### config.mk
export PLATFORM = sky130hd
export DESIGN_NAME = scmp_trace_capture_flat
export DESIGN_NICKNAME = d
export VERILOG_FILES = /design/src/rtl/scmp_trace_capture_if.sv /design/src/rtl/scmp_trace_capture.sv /design/src/flat_wrapper.sv
export SDC_FILE = /design/constraint.sdc
export NUM_CORES = 1
export LEC_CHECK = 0
export ABC_AREA = 0
export CORE_ASPECT_RATIO = 0.8
export CORE_MARGIN = 4
export CORE_UTILIZATION = 60
export CTS_CLUSTER_DIAMETER = 120
export DETAILED_ROUTE_END_ITERATION = 8
export PLACE_DENSITY_LB_ADDON = 0.1
export SYNTH_ARGS = -nofsm -noshare
export SYNTH_HDL_FRONTEND = slang
export SYNTH_SLANG_ARGS = --single-unit
### constraint.sdc
create_clock -name clk -period 3.7 [get_ports clk]
set_input_delay 0.555 -clock clk [delete_from_list [all_inputs] [get_ports clk]]
set_output_delay 0.555 -clock clk [all_outputs]
set_load 0.02 [all_outputs]
### src/rtl/scmp_trace_capture_if.sv
`default_nettype none
// ============================================================================
// scmp_trace_capture_if : SC/MP bus probe, capture control and byte stream
// Revision: 1.0
// ============================================================================
interface scmp_trace_capture_if #(
   parameter int CNT_W = 16
);
   logic             start;
   logic             stop;
   logic [CNT_W-1:0] sample_len;
   logic             ads_n;
   logic             rd_n;
   logic             wr_n;
   logic [7:0]       d_i;
   logic [7:0]       d_o;
   logic             cpu_rst_n;
   logic             sb;
   logic             sa;
   logic [3:0]       addr_hi;
   logic             s_h;
   logic             s_d;
   logic             s_i;
   logic             s_r;
   logic [7:0]       out_data;
   logic             out_valid;
   logic             out_ready;
   logic             busy;
   logic             done;
   logic             overflow;
   logic [7:0]       drop_cnt;

   modport master (
      output start, stop, sample_len, ads_n, rd_n, wr_n, d_i, d_o,
             cpu_rst_n, sb, sa, out_ready,
      input  addr_hi, s_h, s_d, s_i, s_r, out_data, out_valid,
             busy, done, overflow, drop_cnt
   );

   modport slave (
      input  start, stop, sample_len, ads_n, rd_n, wr_n, d_i, d_o,
             cpu_rst_n, sb, sa, out_ready,
      output addr_hi, s_h, s_d, s_i, s_r, out_data, out_valid,
             busy, done, overflow, drop_cnt
   );
endinterface
`default_nettype wire

### src/rtl/scmp_trace_capture.sv
`default_nettype none
// ============================================================================
// scmp_trace_capture : samples the SC/MP bus into a FIFO and streams it out
// Revision: 1.0
// ============================================================================
module scmp_trace_capture #(
   parameter int FIFO_DEPTH = 16,
   parameter int CNT_W      = 16
) (
   input  wire logic           clk,
   input  wire logic           rst,
   scmp_trace_capture_if.slave bus
);

   localparam int AW = $clog2(FIFO_DEPTH);

   typedef enum logic [1:0] {
      S_IDLE    = 2'd0,
      S_CAPTURE = 2'd1,
      S_DRAIN   = 2'd2,
      S_DONE    = 2'd3
   } state_t;

   typedef enum logic [1:0] {
      SER_IDLE = 2'd0,
      SER_LOAD = 2'd1,
      SER_DATA = 2'd2,
      SER_CTL  = 2'd3
   } ser_t;

   state_t           state_q;
   ser_t             ser_q;
   logic [CNT_W-1:0] cnt_q;
   logic [CNT_W-1:0] len_q;
   logic             busy_q;
   logic             done_q;
   logic             overflow_q;
   logic [7:0]       drop_cnt_q;
   logic [3:0]       addr_hi_q;
   logic             s_h_q;
   logic             s_d_q;
   logic             s_i_q;
   logic             s_r_q;
   logic [15:0]      mem_q [FIFO_DEPTH];
   logic [AW:0]      wr_ptr_q;
   logic [AW:0]      rd_ptr_q;
   logic [15:0]      entry_q;
   logic [7:0]       out_data_q;
   logic             out_valid_q;

   logic [7:0]       sample_data_d;
   logic [7:0]       sample_ctl_d;
   logic             sample_en_d;
   logic             fifo_empty_d;
   logic             fifo_full_d;
   logic             pop_d;
   logic             push_d;
   logic             drop_d;
   logic [CNT_W-1:0] cnt_d;
   logic             last_d;
   logic [15:0]      head_d;

   always_comb begin
      sample_data_d = 8'hFF;
      if (!bus.rd_n) begin
         sample_data_d = bus.d_i;
      end else if (!bus.ads_n || !bus.wr_n) begin
         sample_data_d = bus.d_o;
      end
   end

   // s_i_q is the pre-edge value, so the same-edge status load is not visible here
   assign sample_ctl_d = {1'b1, bus.cpu_rst_n, s_i_q, bus.sb, bus.sa, 1'b0, bus.ads_n, 1'b1};
   assign sample_en_d  = (state_q == S_CAPTURE);

   assign fifo_empty_d = (wr_ptr_q == rd_ptr_q);
   assign fifo_full_d  = (wr_ptr_q[AW] != rd_ptr_q[AW]) &&
                         (wr_ptr_q[AW-1:0] == rd_ptr_q[AW-1:0]);
   assign head_d       = mem_q[rd_ptr_q[AW-1:0]];

   assign pop_d  = !fifo_empty_d &&
                   ((ser_q == SER_IDLE) || ((ser_q == SER_CTL) && bus.out_ready));
   assign push_d = sample_en_d && (!fifo_full_d || pop_d);
   assign drop_d = sample_en_d && !push_d;
   assign cnt_d  = cnt_q + 1'b1;
   assign last_d = (cnt_d == len_q);

   always_ff @(posedge clk) begin
      if (rst) begin
         state_q    <= S_IDLE;
         cnt_q      <= '0;
         len_q      <= '0;
         busy_q     <= 1'b0;
         done_q     <= 1'b0;
         overflow_q <= 1'b0;
         drop_cnt_q <= 8'd0;
      end else begin
         case (state_q)
            S_IDLE, S_DONE: begin
               if (bus.start) begin
                  cnt_q      <= '0;
                  len_q      <= bus.sample_len;
                  done_q     <= 1'b0;
                  overflow_q <= 1'b0;
                  drop_cnt_q <= 8'd0;
                  busy_q     <= 1'b1;
                  state_q    <= (bus.sample_len == '0) ? S_DRAIN : S_CAPTURE;
               end
            end
            S_CAPTURE: begin
               cnt_q <= cnt_d;
               if (drop_d) begin
                  overflow_q <= 1'b1;
                  if (drop_cnt_q != 8'hFF) begin
                     drop_cnt_q <= drop_cnt_q + 8'd1;
                  end
               end
               if (bus.stop || last_d) begin
                  state_q <= S_DRAIN;
               end
            end
            S_DRAIN: begin
               if (fifo_empty_d && (ser_q == SER_IDLE)) begin
                  state_q <= S_DONE;
                  busy_q  <= 1'b0;
                  done_q  <= 1'b1;
               end
            end
            default: begin
               state_q <= S_IDLE;
            end
         endcase
      end
   end

   always_ff @(posedge clk) begin
      if (rst) begin
         {s_h_q, s_d_q, s_i_q, s_r_q, addr_hi_q} <= 8'd0;
      end else if (!bus.ads_n) begin
         {s_h_q, s_d_q, s_i_q, s_r_q, addr_hi_q} <= bus.d_o;
      end
   end

   always_ff @(posedge clk) begin
      if (push_d) begin
         mem_q[wr_ptr_q[AW-1:0]] <= {sample_data_d, sample_ctl_d};
      end
   end

   always_ff @(posedge clk) begin
      if (rst) begin
         wr_ptr_q <= '0;
         rd_ptr_q <= '0;
      end else begin
         if (push_d) begin
            wr_ptr_q <= wr_ptr_q + 1'b1;
         end
         if (pop_d) begin
            rd_ptr_q <= rd_ptr_q + 1'b1;
         end
      end
   end

   // Back-to-back entries reload straight from the FIFO head on the ctl handshake
   always_ff @(posedge clk) begin
      if (rst) begin
         ser_q       <= SER_IDLE;
         entry_q     <= 16'd0;
         out_data_q  <= 8'd0;
         out_valid_q <= 1'b0;
      end else begin
         case (ser_q)
            SER_IDLE: begin
               if (pop_d) begin
                  entry_q <= head_d;
                  ser_q   <= SER_LOAD;
               end
            end
            SER_LOAD: begin
               out_valid_q <= 1'b1;
               out_data_q  <= entry_q[15:8];
               ser_q       <= SER_DATA;
            end
            SER_DATA: begin
               if (bus.out_ready) begin
                  out_data_q <= entry_q[7:0];
                  ser_q      <= SER_CTL;
               end
            end
            SER_CTL: begin
               if (bus.out_ready) begin
                  if (pop_d) begin
                     entry_q    <= head_d;
                     out_data_q <= head_d[15:8];
                     ser_q      <= SER_DATA;
                  end else begin
                     out_valid_q <= 1'b0;
                     ser_q       <= SER_IDLE;
                  end
               end
            end
            default: begin
               ser_q <= SER_IDLE;
            end
         endcase
      end
   end

   assign bus.addr_hi   = addr_hi_q;
   assign bus.s_h       = s_h_q;
   assign bus.s_d       = s_d_q;
   assign bus.s_i       = s_i_q;
   assign bus.s_r       = s_r_q;
   assign bus.out_data  = out_data_q;
   assign bus.out_valid = out_valid_q;
   assign bus.busy      = busy_q;
   assign bus.done      = done_q;
   assign bus.overflow  = overflow_q;
   assign bus.drop_cnt  = drop_cnt_q;

endmodule
`default_nettype wire
### src/flat_wrapper.sv
// flat-port wrapper written by rule: the top's interface ports become plain ports
module scmp_trace_capture_flat 
#(
   parameter int FIFO_DEPTH = 16,
   parameter int CNT_W      = 16
)
  (clk, rst, bus_start, bus_stop, bus_sample_len, bus_ads_n, bus_rd_n, bus_wr_n, bus_d_i, bus_d_o, bus_cpu_rst_n, bus_sb, bus_sa, bus_out_ready, bus_addr_hi, bus_s_h, bus_s_d, bus_s_i, bus_s_r, bus_out_data, bus_out_valid, bus_busy, bus_done, bus_overflow, bus_drop_cnt);
  scmp_trace_capture_if #(.CNT_W(CNT_W)) bus_i ();
  input  wire logic clk;
  input  wire logic rst;
  input wire logic [$bits(bus_i.start)-1:0] bus_start;
  input wire logic [$bits(bus_i.stop)-1:0] bus_stop;
  input wire logic [$bits(bus_i.sample_len)-1:0] bus_sample_len;
  input wire logic [$bits(bus_i.ads_n)-1:0] bus_ads_n;
  input wire logic [$bits(bus_i.rd_n)-1:0] bus_rd_n;
  input wire logic [$bits(bus_i.wr_n)-1:0] bus_wr_n;
  input wire logic [$bits(bus_i.d_i)-1:0] bus_d_i;
  input wire logic [$bits(bus_i.d_o)-1:0] bus_d_o;
  input wire logic [$bits(bus_i.cpu_rst_n)-1:0] bus_cpu_rst_n;
  input wire logic [$bits(bus_i.sb)-1:0] bus_sb;
  input wire logic [$bits(bus_i.sa)-1:0] bus_sa;
  input wire logic [$bits(bus_i.out_ready)-1:0] bus_out_ready;
  output wire logic [$bits(bus_i.addr_hi)-1:0] bus_addr_hi;
  output wire logic [$bits(bus_i.s_h)-1:0] bus_s_h;
  output wire logic [$bits(bus_i.s_d)-1:0] bus_s_d;
  output wire logic [$bits(bus_i.s_i)-1:0] bus_s_i;
  output wire logic [$bits(bus_i.s_r)-1:0] bus_s_r;
  output wire logic [$bits(bus_i.out_data)-1:0] bus_out_data;
  output wire logic [$bits(bus_i.out_valid)-1:0] bus_out_valid;
  output wire logic [$bits(bus_i.busy)-1:0] bus_busy;
  output wire logic [$bits(bus_i.done)-1:0] bus_done;
  output wire logic [$bits(bus_i.overflow)-1:0] bus_overflow;
  output wire logic [$bits(bus_i.drop_cnt)-1:0] bus_drop_cnt;
  assign bus_i.start = bus_start;
  assign bus_i.stop = bus_stop;
  assign bus_i.sample_len = bus_sample_len;
  assign bus_i.ads_n = bus_ads_n;
  assign bus_i.rd_n = bus_rd_n;
  assign bus_i.wr_n = bus_wr_n;
  assign bus_i.d_i = bus_d_i;
  assign bus_i.d_o = bus_d_o;
  assign bus_i.cpu_rst_n = bus_cpu_rst_n;
  assign bus_i.sb = bus_sb;
  assign bus_i.sa = bus_sa;
  assign bus_i.out_ready = bus_out_ready;
  assign bus_addr_hi = bus_i.addr_hi;
  assign bus_s_h = bus_i.s_h;
  assign bus_s_d = bus_i.s_d;
  assign bus_s_i = bus_i.s_i;
  assign bus_s_r = bus_i.s_r;
  assign bus_out_data = bus_i.out_data;
  assign bus_out_valid = bus_i.out_valid;
  assign bus_busy = bus_i.busy;
  assign bus_done = bus_i.done;
  assign bus_overflow = bus_i.overflow;
  assign bus_drop_cnt = bus_i.drop_cnt;
  scmp_trace_capture #(.FIFO_DEPTH(FIFO_DEPTH), .CNT_W(CNT_W)) u_core (.clk(clk), .rst(rst), .bus(bus_i));
endmodule
==> out/qor.csv <==
stage,metric,value,unit
outcome,outcome,finished clean,
yosys,syn_inst,857,
yosys,ys_ff_latch,300,
yosys,synth_top_flop_cell,edfxtp_1,
hold_path,hold_path.class,reg -> reg,
global_route,overflow,0,
power,p_per_area,642,nW/µm²
sta,fin_tns_setup,0,ns
cts,clk_path_buf_depth,3,
place,dpl_cell_area,13700,µm²
yosys,yosysTopAreaCell,edfxtp_1,
yosys,syn_nets,914,
yosys,yosysWarnings,0,
yosys,ys_seq_area_frac,0.641,
die,core,20700,µm²
yosys,ys_top_cells_by_area,"edfxtp_1 49%, dfxtp_1 15%, mux4_2 8.6%",
sta,rsz0062_at_grt,false,
sta,fin_crit_sh,0.757,
setup_path,critPathMostFrequentCell,nor2_1,
place,place_congestion,0.889,
die,num_io_pins,71,
global_route,grt_pass1_vias,7350,
cts,cts-root-buf,clkbuf_16,
final_layout,drive_gt1_frac,0.158,
die,row_count,47,
power,combPwrFrac,0.266,
setup_path,path_class,reg -> reg,
power,p_int,6560,µW
place,dp_hpwl,19.7,mm
drt,route.detailed.drc,0,
sta,final_hold_viol_count,0,
global_route,grt_util_all_layers,0.248,
yosys,yosysUniqueCellTypes,59,
drt,ant_nets,0,
place,port_buffers,70,
power,seqPwrFrac,0.436,
global_route,grt_pass1_wl,43.7,mm
yosys,synthArstFlopShare,0,
power,power_leakage,0.00486,µW
setup_path,critPathCaptureType,flip-flop,
cts,clock_latency,0.54,ns
global_route,antenna_found_initial,3,
sta,layout_min_cycle_time,2.80,ns
cts,numCtsBuffers,29,
drt,vias_per_cell,6.22,
drt,wl_per_cell,23.2,µm
cts,cts.htree.levels,1,
job,drv_cap,0,
setup_path,path_cells,ha_1 -> a21oi_2 -> nand2b_1 -> o21a_1 -> nand2_1 -> nor2_1 -> buf_4 -> xnor2_1 -> nor2_1,
sta,max_slew_margin,0.314,
power,p_clk_frac,0.298,
sta,whs,0.471,ns
cts,clock_sinks,300,
sta,skew,0.0105,ns
cts,cts_setup_buffers,0,
power,switching_share,0.299,
die,initial_utilization,0.610,
setup_path,cp_data_required_time,4.10,ns
cts,clkTransAtPathRegs,0.06,ns
yosys,synth_edf_count,208,
setup_path,crit_path_top_delay_cell,ha_1,
sta,setup_viol,0,
power,p_switching,2800,µW
drt,drt-initial-drc-count,711,
global_route,grt_max_degree,53,
cts,cts_tree,built,
yosys,synth_top_area_share,0.495,
setup_path,crit_path_max_incr_delay,0.60,ns
setup_path,cp-start-kind,flip-flop,
sta,fmax,357,MHz
cts,hold_buffers,0,
yosys,synth_area,12600,µm²
die,dieArea,23400,µm²
drt,num_vias,7695,
drt,firstDrtPassIters,5,
yosys,yosys-top-cells-count,"208 x edfxtp_1, 108 x nor2_1, 92 x dfxtp_1",
final_layout,final_area,14600,µm²
final_layout,n_antenna_cell,0,
sta,drv_slew,0,
die,die_w,170,µm
yosys,avgSynthCellArea,14.7,µm²
final_layout,area_delta_synth_final,15.5,%
setup_path,worstPathMaxFanout,17,
die,die_h,138,µm
drt,wl,28.8,mm
power,p_total,9360,µW
final_layout,nNetsFinal,1004,
power,ir_drop,0.000526,V
yosys,synth.most_common_cell,edfxtp_1,
setup_path,worstPathArrival,3.21,ns
cts,post_cts_resized,0,
sta,worstMarginPinSlew,1.02,ns
## critical path, delay by kind of cell (launching register included)
kind | cells | cell delay, ns
AOI/OAI and AO/OA | 2 | 0.62
xor gates and xnor gates | 1 | 0.17
adders and majority gates | 1 | 0.60
buffers and inverters | 1 | 0.25
DFF | 1 | 0.40
and+or+nand+nor | 4 | 0.62
## per-stage QoR
| stage | std cells | setup slack (ns) | util |
|---|---|---|---|
| after global routing | 1238 | 0.655 | 0.705 |
| after detailed placement | 1185 | 0.895 | 0.661 |
| after CTS | 1238 | 0.883 | 0.705 |
| after global placement | 1185 | 0.934 | 0.661 |
| final | 1238 | 0.899 | 0.705 |
| after floorplan | 857 | 0.990 | - |
## power by group through the flow
stage	Sequential (µW)	Clock [µW]	Combinational, µW
2_1_floorplan	4120	0	1800
3_3_place_gp	4130	0	2380
3_5_place_dp	4150	0	2490
4_1_cts	4080	2840	2500
5_1_grt	4110	2980	2730
6_report	4080	2790	2490
## cell type report
class / instances / area, µm²
fillers: 1374 / 6110
inverters: 10 / 37.5
well taps: 269 / 337
clock inverters: 11 / 85.1
flip-flops and latches: 300 / 8090
clock buffers: 42 / 815
repair buffers: 106 / 978
multi-input cells: 500 / 4240
## cells in the final DEF, fill, tap and decap left out, drive strengths merged, types with 6 or more instances in the layout
cell / n
o21ai: 17
nor3: 8
mux2i: 24
clkbuf: 42
or3: 8
dfxtp: 92
clkdlybuf4s50: 69
a211oi: 6
nor2: 110
ha: 14
buf: 37
xor2: 15
inv: 11
nand3: 8
edfxtp: 208
clkinv: 8
a311oi: 8
mux4: 65
xnor2: 27
and4: 7
nand2: 64
a21oi: 52
nand4: 10
nand2b: 6
a22oi: 10
## registers in the layout, indices dropped and copies added, names as in the netlist, named ones only
name / flops
u_core.state_q: 2
u_core.rd_ptr_q: 5
u_core.bus.s_i: 1
u_core.ser_q: 2
u_core.len_q: 16
u_core.bus.s_r: 1
u_core.bus.drop_cnt: 8
u_core.bus.s_d: 1
u_core.bus.out_valid: 1
u_core.cnt_q: 16
u_core.bus.busy: 1
u_core.bus.overflow: 1
u_core.bus.done: 1
u_core.entry_q: 14
u_core.bus.addr_hi: 4
u_core.wr_ptr_q: 5
u_core.bus.out_data: 8
u_core.bus.s_h: 1
u_core.mem_q: 208
## path summary, 6_finish.rpt
path	from	end	slack, ns	cells after the start
max	u_core.ser_q[0]	u_core.wr_ptr_q[4]	0.90	9
min	u_core.len_q[15]	u_core.len_q[15]	0.47	2
max reg2reg	u_core.ser_q[0]	u_core.wr_ptr_q[4]	0.90	9
min reg2reg	u_core.len_q[15]	u_core.len_q[15]	0.47	2
## logic make-up (layout without fill, tap and decap cells)
| group | after synthesis | in the layout | share of synthesized area |
|---|---|---|---|
| compound gates | 114 | 114 | 0.0619 |
| xor+xnor | 42 | 42 | 0.0291 |
| fa+ha+maj | 14 | 14 | 0.0139 |
| buf+inv | 57 | 169 | 0.0251 |
| flops | 300 | 300 | 0.641 |
| mux | 92 | 92 | 0.143 |
| simple gates | 238 | 238 | 0.0868 |
## per-layer routing
metal / global-route usage / part of all wire / up-vias
met5: 0 / 0 / -
met4: 0.0537 / 0.021 / 0
met3: 0.0456 / 0.084 / 49
met2: 0.394 / 0.47 / 333
met1: 0.367 / 0.43 / 3864
li1: - / - / 3449
No activity file was read; power rests on OpenSTA's default activity.
